--- config.mk ---
export PLATFORM = sky130hd
export DESIGN_NAME = fir_filter_tdm
export DESIGN_NICKNAME = d
export VERILOG_FILES = /design/src/rtl/fir_filter_tdm_pkg.sv /design/src/rtl/fir_filter_tdm_mac.sv /design/src/rtl/fir_filter_tdm.sv
export SDC_FILE = /design/constraint.sdc
export NUM_CORES = 1
export LEC_CHECK = 0
export ABC_CLOCK_PERIOD_IN_PS = 10700
export CAP_MARGIN = 0
export CORE_MARGIN = 2
export CORE_UTILIZATION = 40
export DETAILED_ROUTE_END_ITERATION = 10
export GPL_TIMING_DRIVEN = 0
export PLACE_DENSITY = 0.59
export SETUP_SLACK_MARGIN = 0.4
export SYNTH_ARGS = -nofsm -noshare
export SYNTH_HDL_FRONTEND = slang
export SYNTH_HIERARCHICAL = 1
export SYNTH_SLANG_ARGS = --single-unit
--- constraint.sdc ---
create_clock -name clk -period 10.7 [get_ports clk]
set_input_delay 3.21 -clock clk [delete_from_list [all_inputs] [get_ports clk]]
set_output_delay 3.21 -clock clk [all_outputs]
set_load 0.05 [all_outputs]
--- src/rtl/fir_filter_tdm_pkg.sv ---
// Shared definitions for the time-division-multiplexed FIR filter:
// FSM state encodings and the output-width helper.
package fir_tdm_pkg;

    localparam logic [1:0] IDLE = 2'd0;
    localparam logic [1:0] MAC  = 2'd1;
    localparam logic [1:0] OUT  = 2'd2;

    // Output width that holds every exact sum of (n+1) products of wx-by-wb bit signed values
    function automatic int calc_width_y(input int wx, input int wb, input int n);
        return wx + wb + $clog2(n + 1);
    endfunction

endpackage

--- src/rtl/fir_filter_tdm_mac.sv ---
// Registered signed multiply-accumulator shared by all taps and channels.
// sum exposes acc + x*b so the caller can capture the final total on the last step.
module fir_mac #(
    parameter int WIDTH_X = 4,
    parameter int WIDTH_B = 4,
    parameter int WIDTH_Y = 10
)(
    input  logic                      clk,
    input  logic                      rst,
    input  logic                      clr,
    input  logic                      en,
    input  logic signed [WIDTH_X-1:0] x,
    input  logic signed [WIDTH_B-1:0] b,
    output logic signed [WIDTH_Y-1:0] sum
);

    logic signed [WIDTH_Y-1:0] acc;
    logic signed [WIDTH_Y-1:0] x_ext;
    logic signed [WIDTH_Y-1:0] b_ext;
    logic signed [WIDTH_Y-1:0] prod;

    // Operands are widened to the accumulator width first so the product is exact
    assign x_ext = {{(WIDTH_Y - WIDTH_X){x[WIDTH_X-1]}}, x};
    assign b_ext = {{(WIDTH_Y - WIDTH_B){b[WIDTH_B-1]}}, b};
    assign prod  = x_ext * b_ext;
    assign sum   = acc + prod;

    always_ff @(posedge clk) begin
        if (rst || clr) begin
            acc <= '0;
        end else if (en) begin
            acc <= sum;
        end
    end

endmodule

--- src/rtl/fir_filter_tdm.sv ---
// Multi-channel FIR filter that steps one shared MAC through the taps of a
// channel-tagged sample, with valid/ready on both sides and runtime coefficients.
module fir_filter_tdm
    import fir_tdm_pkg::*;
#(
    parameter int N       = 3,
    parameter int CH      = 2,
    parameter int WIDTH_X = 4,
    parameter int WIDTH_B = 4,
    parameter logic signed [WIDTH_B-1:0] B_INIT [N+1] = '{4'sd1, 4'sd2, 4'sd3, 4'sd4},
    parameter int WIDTH_Y = calc_width_y(WIDTH_X, WIDTH_B, N),
    localparam int CHW    = (CH > 1) ? $clog2(CH) : 1,
    localparam int AW     = (N > 0) ? $clog2(N + 1) : 1
)(
    input  logic                      clk,
    input  logic                      rst,
    input  logic                      clear,
    input  logic                      s_valid,
    output logic                      s_ready,
    input  logic signed [WIDTH_X-1:0] s_data,
    input  logic [CHW-1:0]            s_ch,
    output logic                      m_valid,
    input  logic                      m_ready,
    output logic signed [WIDTH_Y-1:0] m_data,
    output logic [CHW-1:0]            m_ch,
    input  logic                      coef_we,
    input  logic [AW-1:0]             coef_addr,
    input  logic signed [WIDTH_B-1:0] coef_data
);

    localparam logic [AW-1:0] LAST_TAP = AW'(N);

    logic [1:0]                state;
    logic [AW-1:0]             tap;
    logic [CHW-1:0]            ch_q;
    logic signed [WIDTH_X-1:0] hist [CH][N+1];
    logic signed [WIDTH_B-1:0] coef [N+1];
    logic signed [WIDTH_Y-1:0] mac_sum;
    logic                      accept;
    logic                      ch_ok;
    logic                      start;
    logic                      last_tap;
    logic                      mac_en;

    assign s_ready  = (state == IDLE) && !rst;
    assign accept   = s_valid && s_ready;
    assign ch_ok    = int'(s_ch) < CH;
    // Out-of-range channels and samples colliding with clear complete the handshake but start nothing
    assign start    = accept && ch_ok && !clear;
    assign last_tap = (tap == LAST_TAP);
    assign mac_en   = (state == MAC) && !clear;

    always_ff @(posedge clk) begin
        if (rst) begin
            state   <= IDLE;
            tap     <= '0;
            ch_q    <= '0;
            m_valid <= 1'b0;
            m_data  <= '0;
            m_ch    <= '0;
        end else if (clear) begin
            state   <= IDLE;
            tap     <= '0;
            m_valid <= 1'b0;
        end else begin
            case (state)
                IDLE: begin
                    if (start) begin
                        state <= MAC;
                        tap   <= '0;
                        ch_q  <= s_ch;
                    end
                end
                MAC: begin
                    if (last_tap) begin
                        state   <= OUT;
                        tap     <= '0;
                        m_valid <= 1'b1;
                        m_data  <= mac_sum;
                        m_ch    <= ch_q;
                    end else begin
                        tap <= tap + 1'b1;
                    end
                end
                OUT: begin
                    if (m_ready) begin
                        state   <= IDLE;
                        m_valid <= 1'b0;
                    end
                end
                default: state <= IDLE;
            endcase
        end
    end

    // Coefficient writes only land while idle, so a computation never sees a half-updated set
    always_ff @(posedge clk) begin
        if (rst) begin
            for (int c = 0; c < CH; c++) begin
                for (int i = 0; i <= N; i++) begin
                    hist[c][i] <= '0;
                end
            end
            for (int i = 0; i <= N; i++) begin
                coef[i] <= B_INIT[i];
            end
        end else begin
            if (clear) begin
                for (int c = 0; c < CH; c++) begin
                    for (int i = 0; i <= N; i++) begin
                        hist[c][i] <= '0;
                    end
                end
            end else if (start) begin
                for (int i = N; i > 0; i--) begin
                    hist[s_ch][i] <= hist[s_ch][i-1];
                end
                hist[s_ch][0] <= s_data;
            end
            if (coef_we && (state == IDLE) && (int'(coef_addr) <= N)) begin
                coef[coef_addr] <= coef_data;
            end
        end
    end

    fir_mac #(
        .WIDTH_X (WIDTH_X),
        .WIDTH_B (WIDTH_B),
        .WIDTH_Y (WIDTH_Y)
    ) u_mac (
        .clk (clk),
        .rst (rst),
        .clr (start),
        .en  (mac_en),
        .x   (hist[ch_q][tap]),
        .b   (coef[tap]),
        .sum (mac_sum)
    );

endmodule

* Word level (Yosys, flattened, before mapping)
Memory sizes are Yosys's and may differ from the RTL's. A register that Yosys moved wholly into a read port is not among the register bits.
Index checks and enable logic that the tools add are counted.
** Storage, ports and cells
- Register bits :: 27
- Latch bits :: 0
- Memory bits (writable) :: 48
- ROM bits :: 0
- Logic and storage cells :: 91
- Memories :: 2
** Memories
- hist :: words 2, width 16, read ports 2, clocked after Yosys merged registers in 1, wr ports 2, RTL line fir_filter_tdm.sv:36 : logic signed [WIDTH_X-1:0] hist [CH][N+1];
- coef :: words 4, width 4, read ports 1, clocked after Yosys merged registers in 1, wr ports 4, RTL line fir_filter_tdm.sv:37 : logic signed [WIDTH_B-1:0] coef [N+1];
** Cells by class
- Add/subtract/negate cells :: 2
- Multipliers :: 1
- Div/mod/pow operators :: 0
- Order comparisons :: 1
- Equal/unequal tests :: 6
- Shift operators :: 0
- Mux-type cells :: 43
- Bitwise operators :: 10
- Reduce and logical (&&, ||, !) cells :: 19
** Operators with widths (count)
- 2-to-1 mux 4 bit :: 12
- 2-to-1 mux 1 bit :: 18
- 2-to-1 mux 16 bit :: 1
- 2-to-1 mux 2 bit :: 8
- OR reduction 16 bit :: 1
- AND reduction 3 bit :: 4
- adder 10 bit :: 1
- binary-select mux 4 bit (select 2 bit) :: 1
- multiplier 4 x 4 -> 8 bit :: 1
- bitwise OR 1 bit :: 8
- case mux 2 bit (3 select lines) :: 1
- logical AND 1 bit :: 5
- == test 2 bit, second input constant :: 2
- != test 2 bit, second input constant :: 2
- case mux 2 bit (2 select lines) :: 1
- nonzero test 2 bit :: 2
- OR reduction 4 bit :: 1
- greater-or-equal comparator 3 bit, second input constant :: 1
- inverter 2 -> 3 bit :: 1
- adder 2 x 1 -> 2 bit, second input constant :: 1
- == test 2 x 1 -> 1 bit, second input constant :: 1
- zero test 1 bit :: 2
- zero test 2 bit :: 1
- != test 2 x 1 -> 1 bit, second input constant :: 1
- other kinds (5) :: 5

* Depth between registers and ports, before layout
Gate-level depths: netlist of run 1.
- Depth after elaboration :: 10
- Mapped depth :: 19

* Modules after synthesis
Netlist of run 1, hierarchy kept.
** Modules (own cells, without submodules)
- fir_filter_tdm :: instances 1, cells each 220, area each 2954.1 µm², sequential area each 1841.8 µm²
- fir_mac :: instances 1, cells each 165, area each 1483.9 µm², sequential area each 200.2 µm²

* Least setup slack after synthesis of run 1
Ideal clock, no wire load.
- Kind :: input-to-output
- From :: input rst
- To :: output s_ready
- Data arrival time :: 4.417 ns
- Path slack :: 3.073 ns
- Stages on the path :: 2
- Path through :: buf_2 nor3_1
** On the way
- Word-level cells in the longest chain between the ends :: 2
** RTL lines
- start: declaration :: RTL line fir_filter_tdm.sv:16 : input logic rst,
- zero test 1 bit :: RTL line fir_filter_tdm.sv:45 : assign s_ready = (state == IDLE) && !rst;
- logical AND 1 bit :: RTL line fir_filter_tdm.sv:45
- end: declaration :: RTL line fir_filter_tdm.sv:19 : output logic s_ready,
Every way passes these cells.

* Worst setup path in the final report of run 1
Ends and elaborated chain as after synthesis.

==> impl_metrics.yaml, run 1 <==
detailed_routing:
  num_vias: 2799
  dr.pass1.iters: 4
  routedWlPerCell_um: 14.2
  post_drt_via_cell_ratio: 4.91
  ant_nets: 0
  totalWireLength_mm: 8.11
  drc: 0
  dr.first_iter.drc_count: 89
yosys:
  ys_seq_area_frac: 0.460
  synth_area_leader_cell: "edfxtp_1"
  yosysTopAreaCellShare: 0.325
  synth_edf_count: 48
  synth_area_leaders: "edfxtp_1 32%, dfxtp_1 14%, fa_1 8.1%"
  ys_seq_elements: 78
  synthCells: 385
  syn_avg_cell_area_sq_um: 11.5
  synth_fp_nets: 442
  syn_area_sq_um: 4440
  yosysWarnings: 6
  synthArstFlopShare: 0
  ys_types: 44
  synth-main-ff-cell: "edfxtp_1"
placement:
  place.gp.congestion: 0.718
  dp_hpwl_mm: 6.20
  numPlacedInstances: 554
  numPortBuffers: 29
  placed_cell_area_sq_um: 4900
cts:
  clk_latency_ns: 0.36
  hold_buffers: 0
  cts_buffers: 9
  cts_setup_buffers: 0
  cts-root-buf: "clkbuf_8"
  clockBufferDepth: 2
  cts_tree: "yes"
  cts-resized-gates: 0
  clk_pin_slew_ns: 0.08
  clock-sinks: 78
  htree_levels: 3
timing:
  fin_crit_sh: 0.762
  slew_violations: 0
  finalCriticalPeriod_ns: 8.15
  finalSetupViolations: 0
  finalSetupTns_ns: 0
  max_clock_freq_ghz: 0.123
  fin_skew_ns: 0.00910
  relSlewSlack: 0.347
  rsz0062_at_grt: "no"
  worst_pin_slew_ns: 0.978
  hold_violations: 0
floorplanning:
  coreArea_sq_um: 10800
  rows: 38
  start_util: 0.409
  chipWidth_um: 109
  io_pins: 30
  die_area_sq_um: 12000
  die_h_um: 109
final_layout:
  finish.utilization: 0.471
  fin_nets: 482
  layout_commonest_cell: "edfxtp_1"
  postLayoutCellArea_sq_um: 5100
  fin_cells: 570
  fill_cells: 1020
  layout_common_cells: "48 x edfxtp_1, 47 x and2_1, 45 x inv_1"
  syn_to_final_growth_pct: 14.9
  diodes: 0
  drive_gt1_frac: 0.119
power_and_ir_drop:
  power_density_nw_per_um2: 134
  clock_power_share: 0.329
  p_sw_frac: 0.275
  intPower_mw: 0.494
  p_leak_nw: 2.00
  power_mw: 0.682
  p_sw_mw: 0.187
  p_comb_frac: 0.180
  peakVddDrop_mv: 0.0813
  p_seq_frac: 0.492
worst_setup_path:
  r2r_setup_slack_ns: 5.83
  endpoint_kind: "primary output"
  cpPeakStageDelay_ns: 0.84
  worstSetupPathType: "in2out"
  cp_cell_sequence: "clkdlybuf4s50_1 -> buf_2 -> nor3_1 -> clkdlybuf4s50_1"
  cp_slowest_cell: "clkdlybuf4s50_1"
  critPathMaxFanout: 10
  crit_buf_inv: 3
  required_ns: 7.49
  path_delay_family: "buffers and inverters"
  crit_top_cell: "clkdlybuf4s50_1"
  arrival_ns: 4.94
  cp-start-kind: "input port"
run:
  maxCapViolCount: 0
grt:
  grt_max_degree: 15
  grt_pass1_wl_mm: 13.4
  antenna_found_initial: 0
  global_route.overflow_total: 0
  grtUsageTotal: 0.151
  grt_pass1_vias: 2769
worst_hold_path:
  holdCritPathClass: "reg2reg"
run_status:
  status: "finished, final reports clean"
## Yosys cell counts, types with 2 or more instances
master / instances
mux2_2: 5
inv_1: 45
nand2b_1: 9
o21bai_1: 2
and2_2: 3
edfxtp_1: 48
fa_1: 18
a32oi_1: 2
o21ai_0: 3
nand2_1: 28
a211oi_1: 4
ha_1: 22
buf_4: 3
mux2i_1: 6
nor2_1: 17
clkbuf_1: 4
xor2_1: 3
o211ai_1: 4
or2_1: 6
o21a_1: 3
a21oi_1: 19
dfxtp_1: 30
buf_2: 8
xnor2_1: 7
nor3b_1: 6
and2_1: 47
mux4_2: 12
nor2b_1: 5
## worst paths after layout
kind | endpoint | cells after the start | start
max reg2reg | m_data[9] | 17 | tap[0]
min reg2reg | m_data[9] | 2 | m_data[9]
max | s_ready | 4 | rst
min | m_data[9] | 2 | m_data[9]
## metrics by stage
step | hold slack (ns) | setup WS (ns)
global route | 0.479 | 2.45
finish | 0.454 | 2.55
floorplan | 0.432 | 3.07
detailed placement | 0.447 | 2.57
global placement | 0.444 | 2.56
CTS | 0.459 | 2.55
## final cells by class
| class | instances | area, sq um | share of cell area |
|---|---|---|---|
| Buffer | 15 | 77.6 | 0.0152 |
| Clock buffer | 10 | 128 | 0.0250 |
| Clock inverter | 6 | 70.1 | 0.0137 |
| Inverter | 45 | 169 | 0.0331 |
| Multi-Input combinational cell | 247 | 2150 | 0.421 |
| Sequential cell | 78 | 2040 | 0.400 |
| Tap cell | 140 | 175 | 0.0343 |
| Timing Repair Buffer | 29 | 290 | 0.0569 |
## worst register-to-register path: stages (launching register included)
cell and delay (ns):
dfxtp_1 0.34, clkbuf_1 0.44, mux4_2 0.40, mux2_2 0.32, and2_4 0.19, fa_1 0.48, inv_1 0.05, fa_1 0.46
fa_1 0.60, inv_1 0.06, ha_1 0.30, a211oi_1 0.35, o211ai_1 0.17, a21oi_1 0.19, xor2_1 0.22, inv_1 0.06
nand2_1 0.06, a21oi_1 0.05
## state kept, by name, summed over array words and instances (netlist names), named ones only
signal     cells
hist          32
m_data        10
ch_q           1
tap            2
u_mac/acc     10
m_ch           1
state          2
coef          16
m_valid        1
## cell families after synthesis
kind of cell             after synthesis  share of synthesized area
AO/OA/AOI/OAI                         41                     0.0592
XOR/XNOR                              10                     0.0197
adder cells (fa/ha/maj)               40                      0.143
buffers and inverters                 60                     0.0555
flip-flops                            78                      0.460
multiplexers                          23                     0.0871
AND/OR/NAND/NOR                      133                      0.175
## layer usage
metal,vias to the layer above,part of all wire,global-route usage
met5,-,0,0
met2,56,0.46,0.226
li1,1383,-,-
met4,0,0.028,0.0723
met1,1342,0.47,0.210
met3,18,0.039,0.0302
## power groups by stage
stage / combinational, mW / sequential (mW) / clock (mW)
2_1_floorplan: 0.0947 / 0.340 / 0
3_3_place_gp: 0.122 / 0.342 / 0
3_5_place_dp: 0.123 / 0.342 / 0
4_1_cts: 0.124 / 0.335 / 0.230
5_1_grt: 0.141 / 0.337 / 0.243
6_report: 0.123 / 0.335 / 0.224
Power figures use the tool's default switching activity.
==> run 2, diff against run 1 <==
Settings changed: ABC_CLOCK_PERIOD_IN_PS 10700 to 7600.
Clock period 10.7 ns to 7.6 ns, I/O delays scaled along.
==> results of run 2 <==
Same layout as run 1 (identical final DEF). Status: finished, final reports clean.
Among the figures that moved: setup slack after placement 2.57 ns -> 1.33 ns; setup slack after layout 2.55 ns -> 1.31 ns; register-to-register setup slack 5.83 ns -> 2.73 ns; total power 0.682 mW -> 0.960 mW; worst IR drop on VDD 0.0813 mV -> 0.115 mV
==> run 3, diff against run 2 <==
Settings changed: ABC_CLOCK_PERIOD_IN_PS 7600 to 6200.
Clock period 7.6 ns to 6.2 ns, I/O delays scaled along.
==> results of run 3 <==
Same layout as run 1 (identical final DEF). Status: finished, final reports clean.
Among the figures that moved: setup slack after placement 2.57 ns -> 0.772 ns; setup slack after layout 2.55 ns -> 0.750 ns; register-to-register setup slack 5.83 ns -> 1.33 ns; total power 0.682 mW -> 1.18 mW; worst IR drop on VDD 0.0813 mV -> 0.140 mV
